==> src/rtl/stack_sequencer.sv <==
// stack_sequencer: accepts one stack command at a time over valid/ready,
// expands it into one or two stackOP steps for register_stack, computes
// the write value from the live top-of-stack operands, and tracks depth
// with sticky overflow/underflow flags.
module stack_sequencer #(
    parameter int DEPTH = 64,
    parameter int WIDTH = 16
) (
    input  logic             CLK,
    input  logic             reset,
    input  logic [3:0]       cmd,
    input  logic [WIDTH-1:0] cmd_imm,
    input  logic             cmd_valid,
    output logic             cmd_ready,
    input  logic [WIDTH-1:0] a,
    input  logic [WIDTH-1:0] b,
    output logic [2:0]       stackOP,
    output logic [WIDTH-1:0] w,
    output logic             stack_reset,
    output logic [6:0]       depth,
    output logic             overflow,
    output logic             underflow,
    output logic             done,
    output logic             err
);

    typedef enum logic [1:0] {S_RST, S_IDLE, S_STEP1, S_STEP2} state_t;

    localparam logic [6:0] DEPTH_MAX = 7'(DEPTH);

    localparam logic [2:0] OP_NOP  = 3'd0;
    localparam logic [2:0] OP_PUSH = 3'd1;
    localparam logic [2:0] OP_REPL = 3'd2;
    localparam logic [2:0] OP_POP  = 3'd3;
    localparam logic [2:0] OP_POP2 = 3'd4;
    localparam logic [2:0] OP_SWAP = 3'd5;

    localparam logic [3:0] C_NOP   = 4'd0;
    localparam logic [3:0] C_PUSH  = 4'd1;
    localparam logic [3:0] C_POP   = 4'd2;
    localparam logic [3:0] C_DROP2 = 4'd3;
    localparam logic [3:0] C_SWAP  = 4'd4;
    localparam logic [3:0] C_DUP   = 4'd5;
    localparam logic [3:0] C_OVER  = 4'd6;
    localparam logic [3:0] C_ADD   = 4'd7;
    localparam logic [3:0] C_SUB   = 4'd8;
    localparam logic [3:0] C_AND   = 4'd9;
    localparam logic [3:0] C_OR    = 4'd10;
    localparam logic [3:0] C_XOR   = 4'd11;
    localparam logic [3:0] C_NIP   = 4'd12;
    localparam logic [3:0] C_DUP2  = 4'd13;
    localparam logic [3:0] C_CLEAR = 4'd14;
    localparam logic [3:0] C_ILL   = 4'd15;

    state_t           state_q, state_d;
    logic [3:0]       cmd_q, cmd_d;
    logic [WIDTH-1:0] imm_q, imm_d;
    logic [6:0]       depth_q, depth_d;
    logic             ovf_q, ovf_d;
    logic             unf_q, unf_d;
    logic             done_q, done_d;
    logic             err_q, err_d;

    logic [1:0]       req_depth;
    logic             rejected;
    logic [WIDTH-1:0] alu_res;
    logic [6:0]       depth_inc1;
    logic [6:0]       depth_inc2;

    // Operand requirement of the latched command, ALU result and saturating increments.
    always_comb begin
        req_depth = 2'd2;
        unique case (cmd_q)
            C_NOP, C_PUSH, C_CLEAR, C_ILL: req_depth = 2'd0;
            C_POP, C_DUP:                  req_depth = 2'd1;
            default:                       req_depth = 2'd2;
        endcase
        rejected = (cmd_q == C_ILL) || (depth_q < {5'd0, req_depth});

        alu_res = '0;
        unique case (cmd_q)
            C_ADD:   alu_res = b + a;
            C_SUB:   alu_res = b - a;
            C_AND:   alu_res = b & a;
            C_OR:    alu_res = b | a;
            C_XOR:   alu_res = b ^ a;
            default: alu_res = '0;
        endcase

        depth_inc1 = (depth_q >= DEPTH_MAX) ? DEPTH_MAX : depth_q + 7'd1;
        depth_inc2 = (depth_q + 7'd2 > DEPTH_MAX) ? DEPTH_MAX : depth_q + 7'd2;
    end

    // Next-state and step outputs; stack signals are combinational from state and a/b.
    always_comb begin
        state_d     = state_q;
        cmd_d       = cmd_q;
        imm_d       = imm_q;
        depth_d     = depth_q;
        ovf_d       = ovf_q;
        unf_d       = unf_q;
        done_d      = 1'b0;
        err_d       = 1'b0;
        cmd_ready   = 1'b0;
        stackOP     = OP_NOP;
        w           = '0;
        stack_reset = 1'b0;

        unique case (state_q)
            S_RST: begin
                stack_reset = 1'b1;
                state_d     = S_IDLE;
            end
            S_IDLE: begin
                cmd_ready = 1'b1;
                if (cmd_valid) begin
                    cmd_d   = cmd;
                    imm_d   = cmd_imm;
                    state_d = S_STEP1;
                end
            end
            S_STEP1: begin
                state_d = S_IDLE;
                done_d  = 1'b1;
                if (rejected) begin
                    err_d = 1'b1;
                    unf_d = 1'b1;
                end else begin
                    unique case (cmd_q)
                        C_PUSH, C_DUP, C_OVER: begin
                            stackOP = OP_PUSH;
                            w       = (cmd_q == C_PUSH) ? imm_q :
                                      (cmd_q == C_DUP)  ? a : b;
                            depth_d = depth_inc1;
                            if (depth_q == DEPTH_MAX) ovf_d = 1'b1;
                        end
                        C_POP: begin
                            stackOP = OP_POP;
                            depth_d = depth_q - 7'd1;
                        end
                        C_DROP2: begin
                            stackOP = OP_POP2;
                            depth_d = depth_q - 7'd2;
                        end
                        C_SWAP: stackOP = OP_SWAP;
                        C_ADD, C_SUB, C_AND, C_OR, C_XOR: begin
                            stackOP = OP_REPL;
                            w       = alu_res;
                            depth_d = depth_q - 7'd1;
                        end
                        C_NIP: begin
                            stackOP = OP_SWAP;
                            done_d  = 1'b0;
                            state_d = S_STEP2;
                        end
                        C_DUP2: begin
                            stackOP = OP_PUSH;
                            w       = b;
                            if (depth_q == DEPTH_MAX) ovf_d = 1'b1;
                            done_d  = 1'b0;
                            state_d = S_STEP2;
                        end
                        C_CLEAR: begin
                            stack_reset = 1'b1;
                            depth_d     = '0;
                            ovf_d       = 1'b0;
                            unf_d       = 1'b0;
                        end
                        default: ;
                    endcase
                end
            end
            S_STEP2: begin
                state_d = S_IDLE;
                done_d  = 1'b1;
                if (cmd_q == C_NIP) begin
                    stackOP = OP_POP;
                    depth_d = depth_q - 7'd1;
                end else begin
                    // Second DUP2 push sees the stack already one deeper than depth_q.
                    stackOP = OP_PUSH;
                    w       = b;
                    depth_d = depth_inc2;
                    if (depth_q >= DEPTH_MAX - 7'd1) ovf_d = 1'b1;
                end
            end
            default: state_d = S_RST;
        endcase
    end

    // State register; reset aborts any command in flight.
    always_ff @(posedge CLK or negedge reset) begin
        if (!reset) begin
            state_q <= S_RST;
            cmd_q   <= '0;
            imm_q   <= '0;
            depth_q <= '0;
            ovf_q   <= 1'b0;
            unf_q   <= 1'b0;
            done_q  <= 1'b0;
            err_q   <= 1'b0;
        end else begin
            state_q <= state_d;
            cmd_q   <= cmd_d;
            imm_q   <= imm_d;
            depth_q <= depth_d;
            ovf_q   <= ovf_d;
            unf_q   <= unf_d;
            done_q  <= done_d;
            err_q   <= err_d;
        end
    end

    assign depth     = depth_q;
    assign overflow  = ovf_q;
    assign underflow = unf_q;
    assign done      = done_q;
    assign err       = err_q;

endmodule

==> config.mk <==
export PLATFORM = sky130hd
export DESIGN_NAME = stack_sequencer
export DESIGN_NICKNAME = d
export VERILOG_FILES = /design/src/rtl/stack_sequencer.sv
export SDC_FILE = /design/constraint.sdc
export NUM_CORES = 1
export LEC_CHECK = 0
export ABC_AREA = 1
export BUFFER_PORTS_ARGS = -buffer_cell sky130_fd_sc_hd__buf_2
export CAP_MARGIN = 5
export CORE_ASPECT_RATIO = 0.75
export CORE_MARGIN = 5
export CORE_UTILIZATION = 34
export DETAILED_ROUTE_END_ITERATION = 6
export PLACE_DENSITY_LB_ADDON = 0.1
export SLEW_MARGIN = 20
export SYNTH_ARGS = -nofsm -noshare
export SYNTH_HDL_FRONTEND = slang
export SYNTH_SLANG_ARGS = --single-unit
export TNS_END_PERCENT = 10
==> constraint.sdc <==
create_clock -name CLK -period 4.32 [get_ports CLK]
set_input_delay 0 -clock CLK [delete_from_list [all_inputs] [get_ports CLK]]
set_output_delay 0 -clock CLK [all_outputs]
set_load 0.005 [all_outputs]
==> results.toml <==
[global_routing]
gr-total-overflow = 0
grt_pass1_wl_um = 27600
grt_max_degree = 34
grt_pass1_vias = 5198
antenna_found_initial = 0
track_usage_pct = 20.5

[critical_path]
rrSetupSlack_ns = 1.51
criticalPathCategory = "reg -> out"
cp.arrival_ns = 3.69
timing.rr.end = "depth[5]"
start_kind = "flip-flop"
worstPathRequired_ns = 4.32
r2r_start = "state_q[0]"
end_kind = "primary output"
path_max_fanout = 11
reg2regPathDepth = 8

[placed_design]
gp_congestion = 0.924
dpl.hpwl_um = 13400
portBuffers = 86

[min_path]
hold_depth = 4
hold_path.class = "in -> reg"
hold_start = "cmd_valid"
whs_endpoint = "state_q[0]"

[synthesis]
synth_flop_cell = "dfrtp_1"
avgSynthCellArea_sq_um = 6.57
synth_cells = 735
syn-cell-area_sq_mm = 0.00483
seq_area_frac_synth_pct = 17.1
async_reset_ff_share_pct = 100
synth-seq-cells = 33
synth_edf_count = 0
synthesis.nets = 851
synth-warning-count = 0
ys_types = 49

[clocking]
cts_root_buffer = "clkbuf_16"
cts_buffer_depth = 2
postCtsResizedCells = 0
post_cts_buffers = 0
htreeDepth = 2
numCtsBuffers = 5
cts_tree = "built"
clk_pin_slew_ns = 0.06
insertion_delay_ns = 0.28
clock-sinks = 33

[floorplanning]
die_y_um = 113
core-area_sq_mm = 0.0138
dieArea_sq_mm = 0.0167
fp.dieW_um = 148
pin_count = 87
row_count = 37
start_util_pct = 34.9

[route]
final_antenna_net_count = 0
dr.pass1.iters = 7
finalWirelength_um = 17200
via_per_inst = 5.28
drt_iter0_drc = 502
wl_per_cell_um = 17.0
drc = 0
vias = 5330

[timing]
setup_viol = 0
slew_headroom_pct = 36.5
finalClockSkew_ns = 0.00417
setup_tns_ns = 0
worst_slew_pin_slew_ns = 0.951
fmax_mhz = 271
hold_ws_ns = 0.0122
finalHoldViolations = 0
period_needed_ns = 3.69
rsz0062_at_grt = "false"
slew_viol_final = 0
period_share_pct = 85.4

[status]
status = "completed"

[power_and_ir_drop]
powerDensity_mw_per_mm2 = 561
p_leak_nw = 3.02
peakVddDrop_v = 0.000266
power.total_mw = 3.24

[final_layout]
n_antenna_cell = 0
syn_to_final_growth_pct = 19.5
layout-drive-gt1-share_pct = 17.8
nNetsFinal = 951

[run]
maxCapViolations = 0
==> layout by cell type (no fill, tap or decap), types with 2 or more instances in the layout <==
cell	count
o221ai_1	4
nand2_1	184
o211ai_1	8
o2111ai_1	2
nor2_1	66
inv_1	82
inv_2	12
nand3b_1	6
xor2_1	20
o21bai_1	2
buf_4	4
nor3_1	3
a221oi_1	10
o21ai_1	8
xnor2_1	5
nand3_1	49
dfrtp_1	33
nand3_2	2
a21oi_1	32
clkbuf_16	5
mux2_2	18
buf_2	86
nand2_4	3
o21ai_2	2
dlygate4sd3_1	21
nand4_1	5
o211a_1	2
o21ai_0	59
ha_1	60
nor2_2	5
o22ai_1	17
nand2_2	2
==> registers in the layout (all words and copies together) (netlist names) <==
signal     cells
err            1
depth          7
done           1
imm_q         16
cmd_q          4
underflow      1
state_q        2
overflow       1
==> per-stage QoR <==
stage	instance area, sq um	std cells	setup slack, ns	utilization [%]
global route	5770	1010	0.379	41.7
floorplan	4830	735	1.98	-
CTS	5770	1010	0.711	41.7
detailed placement	5410	982	1.04	39.1
finish	5770	1010	0.629	41.7
global placement	5410	982	1.07	39.1
==> kinds of logic (layout without fill, tap and decap cells) <==
family | count (synthesis) | after routing | synth area share (%)
compound gates | 153 | 153 | 19.1
xor+xnor | 25 | 25 | 4.53
fa+ha+maj | 61 | 61 | 16.0
buf+inv | 114 | 214 | 9.51
flops | 33 | 33 | 17.1
mux | 18 | 18 | 4.20
simple gates | 331 | 331 | 29.6
==> final cells by class <==
cell class / instances / area (sq um)
Sequential cell: 33 / 826
Clock inverter: 1 / 7.51
Clock buffer: 6 / 139
Multi-Input combinational cell: 588 / 3550
Timing Repair Buffer: 111 / 671
Inverter: 96 / 363
Fill cell: 1452 / 8070
Tap cell: 175 / 219
==> layer usage <==
layer	share of wire (%)	wire (um)	global-route usage, %	vias up
met5	0	0	0	-
met4	0.56	97	3.41	0
met3	6.2	1070	3.56	8
met2	43	7410	31.4	183
met1	50	8620	30.4	2477
li1	-	-	-	2662
==> where the power goes <==
group,internal [mW],switching [mW]
sequential,0.461,0.166
combinational,0.817,1.43
clock,0.226,0.139
==> cell usage after synthesis (3+ instances only) <==
master | n | area share [%]
o22ai_1 | 17 | 2.2
o21ai_1 | 8 | 0.83
nand3_1 | 49 | 5.1
o221ai_1 | 4 | 0.73
nor3_1 | 3 | 0.31
nand3b_1 | 6 | 0.93
xor2_1 | 20 | 3.6
inv_1 | 82 | 6.4
nor2_1 | 66 | 5.1
a21oi_1 | 32 | 3.3
dfrtp_1 | 33 | 17
nand4_1 | 5 | 0.65
nand2_4 | 3 | 0.70
o211ai_1 | 8 | 1.2
o21ai_0 | 59 | 6.1
inv_2 | 12 | 0.93
clkbuf_1 | 5 | 0.39
buf_2 | 8 | 0.83
mux2_2 | 18 | 4.2
nor2_2 | 5 | 0.65
a221oi_1 | 10 | 1.8
nand2_1 | 184 | 14
ha_1 | 60 | 16
xnor2_1 | 5 | 0.91
==> worst max-delay path by stage <==
stage | start | to
floorplan | cmd_q[2] | w[15]
global placement | cmd_q[3] | w[10]
detailed placement | cmd_q[3] | w[10]
CTS | cmd_q[3] | w[10]
global route | cmd_q[2] | w[15]
finish | cmd_q[3] | w[10]
==> worst max-delay path, stage by stage (launching register included) <==
cell and delay (ns):
dfrtp_1 0.46, nand2_2 0.18, inv_2 0.05, nand2_1 0.35, o21ai_0 0.43, o21ai_0 0.22, xor2_1 0.16, inv_1 0.06
ha_1 0.34, nand2_1 0.10, o21ai_0 0.29, inv_1 0.09, nand3b_1 0.10, nand3_1 0.09, nand3_1 0.08, nand2_1 0.06
o21ai_0 0.16, buf_2 0.18
==> timing repair <==
| action | CTS | global route |
|---|---|---|
| hold buffers | 21 | 0 |
| hold endpoints to repair | 53 | 0 |
| setup endpoints to repair | 0 | 0 |
(Power assumes the default switching activity.)
